## config.mk

```make
export PLATFORM = sky130hd
export DESIGN_NAME = pupil_scan_scheduler
export DESIGN_NICKNAME = d
export VERILOG_FILES = /design/src/rtl/pupil_pkg.sv /design/src/rtl/roi_raster_counter.sv /design/src/rtl/pupil_scan_scheduler.sv
export SDC_FILE = /design/constraint.sdc
export NUM_CORES = 1
export LEC_CHECK = 0
export CELL_PAD_IN_SITES_DETAIL_PLACEMENT = 0
export CELL_PAD_IN_SITES_GLOBAL_PLACEMENT = 1
export CORE_UTILIZATION = 46
export CTS_CLUSTER_DIAMETER = 100
export DETAILED_ROUTE_END_ITERATION = 10
export HOLD_SLACK_MARGIN = 0.02
export PLACE_DENSITY_LB_ADDON = 0.1
export SLEW_MARGIN = 10
export SYNTH_ARGS = -nofsm -noshare
export SYNTH_HDL_FRONTEND = slang
export SYNTH_SLANG_ARGS = --single-unit
```

## constraint.sdc

```tcl
create_clock -name iCLK -period 4.9 [get_ports iCLK]
set_clock_uncertainty 0.15 [all_clocks]
set_input_delay 0.98 -clock iCLK [delete_from_list [all_inputs] [get_ports iCLK]]
set_output_delay 0.98 -clock iCLK [all_outputs]
set_load 0.05 [all_outputs]
```

## src/rtl/pupil_pkg.sv

```systemverilog
// Shared types for the pupil scan scheduler: FSM states,
// coordinate widths and default image geometry.
package pupil_pkg;

  localparam int X_W = 10;
  localparam int Y_W = 9;

  localparam int IMG_W_DEF = 512;
  localparam int IMG_H_DEF = 384;

  typedef enum logic [2:0] {
    IDLE,
    ISSUE,
    WAIT,
    UPDATE,
    DONE
  } state_t;

endpackage

```

## src/rtl/roi_raster_counter.sv

```systemverilog
// Raster walker over a latched ROI: load bounds, step by STEP, flag last.
// Ports: clk/rst_n, load+bounds, step, x/y position, last position flag.
module roi_raster_counter
  import pupil_pkg::*;
#(
  parameter int STEP = 1
) (
  input  logic           clk,
  input  logic           rst_n,
  input  logic           load,
  input  logic           step,
  input  logic [X_W-1:0] xmin,
  input  logic [X_W-1:0] xmax,
  input  logic [Y_W-1:0] ymin,
  input  logic [Y_W-1:0] ymax,
  output logic [X_W-1:0] x,
  output logic [Y_W-1:0] y,
  output logic           last
);

  localparam logic [X_W:0] X_STEP = STEP[X_W:0];
  localparam logic [Y_W:0] Y_STEP = STEP[Y_W:0];

  logic [X_W-1:0] x_lo;
  logic [X_W-1:0] x_hi;
  logic [Y_W-1:0] y_hi;
  logic [X_W:0]   x_nxt;
  logic [Y_W:0]   y_nxt;
  logic           x_end;
  logic           y_end;

  // one extra bit so the sum never wraps at the image edge
  assign x_nxt = {1'b0, x} + X_STEP;
  assign y_nxt = {1'b0, y} + Y_STEP;
  assign x_end = x_nxt > {1'b0, x_hi};
  assign y_end = y_nxt > {1'b0, y_hi};
  assign last  = x_end & y_end;

  always_ff @(posedge clk or negedge rst_n) begin
    if (!rst_n) begin
      x_lo <= '0;
      x_hi <= '0;
      y_hi <= '0;
      x    <= '0;
      y    <= '0;
    end else if (load) begin
      x_lo <= xmin;
      x_hi <= xmax;
      y_hi <= ymax;
      x    <= xmin;
      y    <= ymin;
    end else if (step && !last) begin
      if (!x_end) begin
        x <= x_nxt[X_W-1:0];
      end else begin
        x <= x_lo;
        y <= y_nxt[Y_W-1:0];
      end
    end
  end

  logic unused;
  assign unused = ^ymin[0];

endmodule

```

## src/rtl/pupil_scan_scheduler.sv

```systemverilog
// Scans an ROI with a correlator, keeps the argmax and reports it.
// Ports: frame start + ROI in, corr start/done handshake, result out,
// busy, drop counter. Optional macro SCAN_TIMEOUT_EN adds oTimeout.
module pupil_scan_scheduler
  import pupil_pkg::*;
#(
  parameter int IMG_W   = IMG_W_DEF,
  parameter int IMG_H   = IMG_H_DEF,
  parameter int CORR_W  = 16,
  parameter int STEP    = 1,
  parameter int TIMEOUT = 1023
) (
  input  logic              iCLK,
  input  logic              iRST_N,
  input  logic              iFrameDone,
  input  logic [X_W-1:0]    iXmin,
  input  logic [X_W-1:0]    iXmax,
  input  logic [Y_W-1:0]    iYmin,
  input  logic [Y_W-1:0]    iYmax,
  output logic              oCorrStart,
  output logic [X_W-1:0]    oX,
  output logic [Y_W-1:0]    oY,
  input  logic              iCorrDone,
  input  logic [CORR_W-1:0] iCorrValue,
  output logic [X_W-1:0]    oXresult,
  output logic [Y_W-1:0]    oYresult,
  output logic [CORR_W-1:0] oBestCorr,
  output logic              oResultValid,
  output logic              oBusy,
  output logic [7:0]        oDropCnt
`ifdef SCAN_TIMEOUT_EN
  ,
  output logic              oTimeout
`endif
);

  localparam logic [X_W-1:0] X_TOP = X_W'(IMG_W - 1);
  localparam logic [Y_W-1:0] Y_TOP = Y_W'(IMG_H - 1);

  state_t state;
  state_t nxt;

  logic [X_W-1:0]    x_lo;
  logic [X_W-1:0]    x_hi;
  logic [Y_W-1:0]    y_lo;
  logic [Y_W-1:0]    y_hi;
  logic              roi_ok;
  logic              ld;
  logic              stp;
  logic              last;
  logic              first;
  logic [CORR_W-1:0] corr_q;
  logic [CORR_W-1:0] best;
  logic [X_W-1:0]    best_x;
  logic [Y_W-1:0]    best_y;

  assign x_lo = (iXmin > X_TOP) ? X_TOP : iXmin;
  assign x_hi = (iXmax > X_TOP) ? X_TOP : iXmax;
  assign y_lo = (iYmin > Y_TOP) ? Y_TOP : iYmin;
  assign y_hi = (iYmax > Y_TOP) ? Y_TOP : iYmax;

  assign roi_ok = (x_lo <= x_hi) && (y_lo <= y_hi);

  assign oCorrStart = (state == ISSUE);
  assign oBusy      = (state != IDLE);

`ifdef SCAN_TIMEOUT_EN
  localparam int TW = $clog2(TIMEOUT + 1);

  logic [TW-1:0] wait_cnt;
  logic          tmo;

  assign tmo = (state == WAIT) && !iCorrDone &&
               (wait_cnt == TW'(TIMEOUT - 1));

  always_ff @(posedge iCLK or negedge iRST_N) begin
    if (!iRST_N) begin
      wait_cnt <= '0;
      oTimeout <= 1'b0;
    end else begin
      wait_cnt <= (state == WAIT) ? wait_cnt + 1'b1 : '0;
      if (ld)
        oTimeout <= 1'b0;
      else if (tmo)
        oTimeout <= 1'b1;
    end
  end
`else
  logic tmo;
  assign tmo = 1'b0;
`endif

  always_comb begin
    nxt = state;
    ld  = 1'b0;
    stp = 1'b0;
    unique case (state)
      IDLE: begin
        if (iFrameDone) begin
          ld  = 1'b1;
          nxt = roi_ok ? ISSUE : DONE;
        end
      end
      ISSUE:  nxt = WAIT;
      WAIT: begin
        if (iCorrDone || tmo)
          nxt = UPDATE;
      end
      UPDATE: begin
        stp = 1'b1;
        nxt = last ? DONE : ISSUE;
      end
      DONE:    nxt = IDLE;
      default: nxt = IDLE;
    endcase
  end

  always_ff @(posedge iCLK or negedge iRST_N) begin
    if (!iRST_N) begin
      state        <= IDLE;
      first        <= 1'b0;
      corr_q       <= '0;
      best         <= '0;
      best_x       <= '0;
      best_y       <= '0;
      oXresult     <= '0;
      oYresult     <= '0;
      oBestCorr    <= '0;
      oResultValid <= 1'b0;
      oDropCnt     <= '0;
    end else begin
      state        <= nxt;
      oResultValid <= 1'b0;
      if (iFrameDone && state != IDLE && oDropCnt != 8'hFF)
        oDropCnt <= oDropCnt + 8'd1;
      // an empty ROI reports its own corner with score 0
      if (ld) begin
        first  <= 1'b1;
        best   <= '0;
        best_x <= x_lo;
        best_y <= y_lo;
      end
      if (state == WAIT && iCorrDone)
        corr_q <= iCorrValue;
      else if (tmo)
        corr_q <= '0;
      // strict compare keeps the earliest raster position on ties
      if (state == UPDATE) begin
        first <= 1'b0;
        if (first || corr_q > best) begin
          best   <= corr_q;
          best_x <= oX;
          best_y <= oY;
        end
      end
      if (state == DONE) begin
        oXresult     <= best_x;
        oYresult     <= best_y;
        oBestCorr    <= best;
        oResultValid <= 1'b1;
      end
    end
  end

  roi_raster_counter #(
    .STEP (STEP)
  ) u_raster (
    .clk   (iCLK),
    .rst_n (iRST_N),
    .load  (ld),
    .step  (stp),
    .xmin  (x_lo),
    .xmax  (x_hi),
    .ymin  (y_lo),
    .ymax  (y_hi),
    .x     (oX),
    .y     (oY),
    .last  (last)
  );

endmodule

```

==> PnR_summary.wiki <==
{| class="wikitable"
! Metric !! Value
|-
| H-Tree Level Count || 4
|-
| Total power density per cell area || 735.2 nW/um^2
|-
| HPWL Detailed || 13320 um
|-
| Chain of cells forming the critical path || ha_1 -> and3_1 -> nand3_1 -> inv_1 -> nand3_1 -> xnor2_1 -> ha_1 -> nand3_1 -> nor3_1 -> a31o_2 -> o211ai_2 -> buf_4 -> o2111ai_1 -> o211ai_1
|-
| Antenna Nets Post-Route || 0
|-
| Internal power || 0.004022 W
|-
| Share of post-route cells with drive strength above 1 || 15.09%
|-
| Number of DRC violations after detailed routing || 0
|-
| Buffers added on ports || 122
|-
| Area Growth Syn to Fin || 24.86%
|-
| Arrival time reported for the critical path endpoint || 4.05 ns
|-
| Max-slew violations || 0
|-
| Post-Synthesis Cell Area || 7865 sq um
|-
| Post-CTS setup buffer count || 0
|-
| Die width || 132.8 um
|-
| Clock latency on the worst-skew pair || 0.43 ns
|-
| Worst path most repeated cell || sky130_fd_sc_hd__nand3_1
|-
| F_max || 258.2 MHz
|-
| Total nets after synthesis || 857
|-
| CTS Buffer Depth || 2
|-
| Post-Place Setup Slack || 1.077 ns
|-
| Number of antenna violations at the first check in global routing || 0
|-
| Result of the run || finished clean
|-
| Placed cell area || 9224 sq um
|-
| CTS tree || done
|-
| Total of cells resized after clock tree synthesis || 0
|-
| Data required time at the worst endpoint || 5.08 ns
|-
| Non-Filler Instances || 1088
|-
| Antenna cell count || 0
|-
| Part of the total power dissipated in sequential elements || 30.5%
|-
| Worst Setup Start Kind || register
|-
| Delay contributed by the slowest stage of the critical path || 0.81 ns
|-
| Length of the first detailed-routing pass in iterations || 4
|-
| Final core occ || 59.01%
|-
| Placed insts || 1056
|-
| Master cell of the clock root buffer || sky130_fd_sc_hd__clkbuf_16
|-
| Number of DRC violations after detailed-routing iteration 0 || 295
|-
| Final sum of negative setup slack || 0 ns
|-
| Min Tclk post-route || 3.873 ns
|-
| Clock power share || 18.1%
|-
| Yosys warning total || 0
|-
| # IOs || 123
|-
| Max-cap violations || 0
|-
| Routed wire per std cell || 16.87 um
|-
| Ratio of routed vias to standard cells || 5.335
|-
| Static leakage || 4.194 nW
|-
| Via count of the first global-routing pass || 6084
|-
| Cts bufs inserted || 17
|-
| Share of the synthesized area in the top cell type || 46.77%
|-
| Overall die area || 17630 sq um
|-
| Core outline area || 16640 sq um
|-
| Crit Path Category || register to register
|-
| Transition time of the tightest slew-check pin || 1.105 ns
|-
| Number of instances in the synthesized netlist || 742
|-
| Wire length of the first global-routing pass || 31400 um
|-
| FFs w/ async S/R, synth || 100.0%
|-
| Cell type of the slowest stage on the worst timing path || sky130_fd_sc_hd__o211ai_2
|-
| Initial cell density of the core || 47.26%
|-
| Crit path capture type || register
|-
| Final worst-path setup slack || 1.027 ns
|-
| Cell type contributing the most total cell area after synthesis || sky130_fd_sc_hd__dfrtp_1
|-
| Maximum fanout encountered on the critical timing path || 17
|-
| Total congestion overflow || 0
|-
| Final setup violating endpoints || 0
|-
| Fin area || 9821 sq um
|-
| Hold crit path type || register to register
|-
| Post-synth top flop || sky130_fd_sc_hd__dfrtp_1
|-
| Synth cell types || 65
|-
| Final wirelength || 18360 um
|-
| Avg Synthesized Cell Area || 10.60 sq um
|-
| Final worst path period share || 79.04%
|-
| Weighted congestion at the end of routability-driven global placement || 0.8645
|-
| Gr usage total || 22.80%
|-
| Portion of the post-synthesis area used by sequential elements || 46.77%
|-
| Worst-case vdd ir drop || 548.1 uV
|-
| Synthesis-stage register bit count || 147
|-
| Dominant cells by area after synthesis || sky130_fd_sc_hd__dfrtp_1 47%, sky130_fd_sc_hd__ha_1 9.1%, sky130_fd_sc_hd__mux2_2 6.4%, sky130_fd_sc_hd__nand2_1 3.6%, sky130_fd_sc_hd__o21ai_0 3.5%
|-
| Logic pwr share || 51.4%
|-
| Switching power as a share of total power || 44.30%
|-
| Placement row count || 47
|-
| Switching power || 0.003199 W
|-
| Number of flops mapped to enable cells by yosys || 0
|-
| Clock net sink count || 147
|-
| Number of endpoints with negative hold slack in the final report || 0
|-
| Hold buffer count at cts || 0
|-
| Total via count in the routed design || 5805
|-
| Largest net degree at the start of global routing || 119
|-
| Final layout net count || 970
|-
| Setup repair after global routing missed its margin || no
|-
| Height of the die || 132.8 um
|-
| Worst-case headroom to the max-slew limit || 26.32%
|-
| Clock transition at the register clock pins on the worst setup and hold paths after CTS || 0.06 ns
|}
## sequential cells by signal, indices dropped and copies added (netlist names)
register       flops
best_x            10
oResultValid       1
u_raster.y         9
best              16
oBestCorr         16
corr_q            16
oXresult          10
oYresult           9
u_raster.x_lo     10
u_raster.x_hi     10
state              3
best_y             9
u_raster.x        10
u_raster.y_hi      9
oDropCnt           8
first              1
## through the flow
stage / hold WS [ns] / power (W)
finish: 0.3320 / 0.007221
global route: 0.3591 / 0.007745
CTS: 0.3339 / 0.007265
detailed placement: 0.3201 / 0.005927
global placement: 0.3161 / 0.005823
floorplan: 0.2984 / 0.004902
## synth_stat cells, drive strengths merged, types with 12 or more instances
library cell,count
a21oi,16
buf,24
clkbuf,12
dfrtp,147
ha,57
inv,44
mux2,53
nand2,77
nand2b,12
nand3,15
nand4,13
nor2,36
nor3,12
o21ai,63
o31ai,17
or2,16
xnor2,21
## placed cells by master (no fill, tap or decap), drive strengths merged, types with 4 or more instances in the layout
master and instances:
o211a 6, xnor2 21, nand4 13, nand2b 12
and2 4, nor3 12, a211oi 5, buf 9
ha 57, inv 45, nand2 77, a21oi 16
mux2 53, a21boi 8, nand3 15, o21ai 63
a21o 10, nor2 36, clkbuf 20, clkdlybuf4s50 121
o32a 5, o21a 10, nor2b 7, and3 7
or2 16, nor3b 6, xor2 9, clkinv 7
a2bb2oi 4, o31ai 17, dfrtp 147, o211ai 5
## logic make-up after synthesis
family          count (synthesis)  share of synthesized area, %
compound gates                160                         13.78
xor+xnor                       30                         3.341
fa+ha+maj                      57                         9.068
other cells                     2                       0.09549
simple gates                  212                         14.41
buf+inv                        80                         4.820
flops                         147                         46.77
mux                            54                         7.716
## power by group through the flow
stage | clock [W] | combinational (W) | sequential [W]
final | 0.00130 | 0.00371 | 0.00221
after detailed placement | 0 | 0.00371 | 0.00222
after global placement | 0 | 0.00362 | 0.00220
after CTS | 0.00133 | 0.00373 | 0.00221
after global routing | 0.00139 | 0.00407 | 0.00229
after floorplan | 0 | 0.00208 | 0.00282
## layout make-up
cell class | instances | area [sq um]
repair buffers | 130 | 1282
clock inverters | 12 | 130.1
clock buffers | 20 | 466.7
fillers | 1413 | 6822
well taps | 220 | 275.3
multi-input cells | 515 | 3822
flip-flops and latches | 147 | 3679
inverters | 44 | 165.2
## worst paths after layout
path                                   from                to  slack, ns  depth (start not counted)
setup / recovery              u_raster.y[0]     u_raster.x[0]       1.03                         14
min in group asynchronous            iRST_N      oBestCorr[5]       0.55                          1
hold / removal             u_raster.y_hi[1]  u_raster.y_hi[1]       0.33                          2
max in group asynchronous            iRST_N     u_raster.y[8]       2.96                          2
setup reg to reg              u_raster.y[0]     u_raster.x[0]       1.03                         14
hold reg to reg            u_raster.y_hi[1]  u_raster.y_hi[1]       0.33                          2
## per-layer routing
layer | up-vias | track usage, % | routed length, um
met5 | - | 0 | 0
met4 | 0 | 7.663 | 396
met3 | 26 | 6.513 | 886
met2 | 132 | 36.29 | 8511
met1 | 2823 | 29.86 | 8563
li1 | 2824 | - | -
## worst max-delay path: cells and delay by family, from the launching register on
family / cells / cell delay [ns]
buffers and inverters: 2 / 0.37
AND/OR/NAND/NOR: 5 / 0.73
XOR/XNOR: 1 / 0.17
flip-flops: 1 / 0.47
adder cells (fa/ha/maj): 2 / 0.58
AO/OA/AOI/OAI: 4 / 1.31
(Power assumes the default switching activity.)
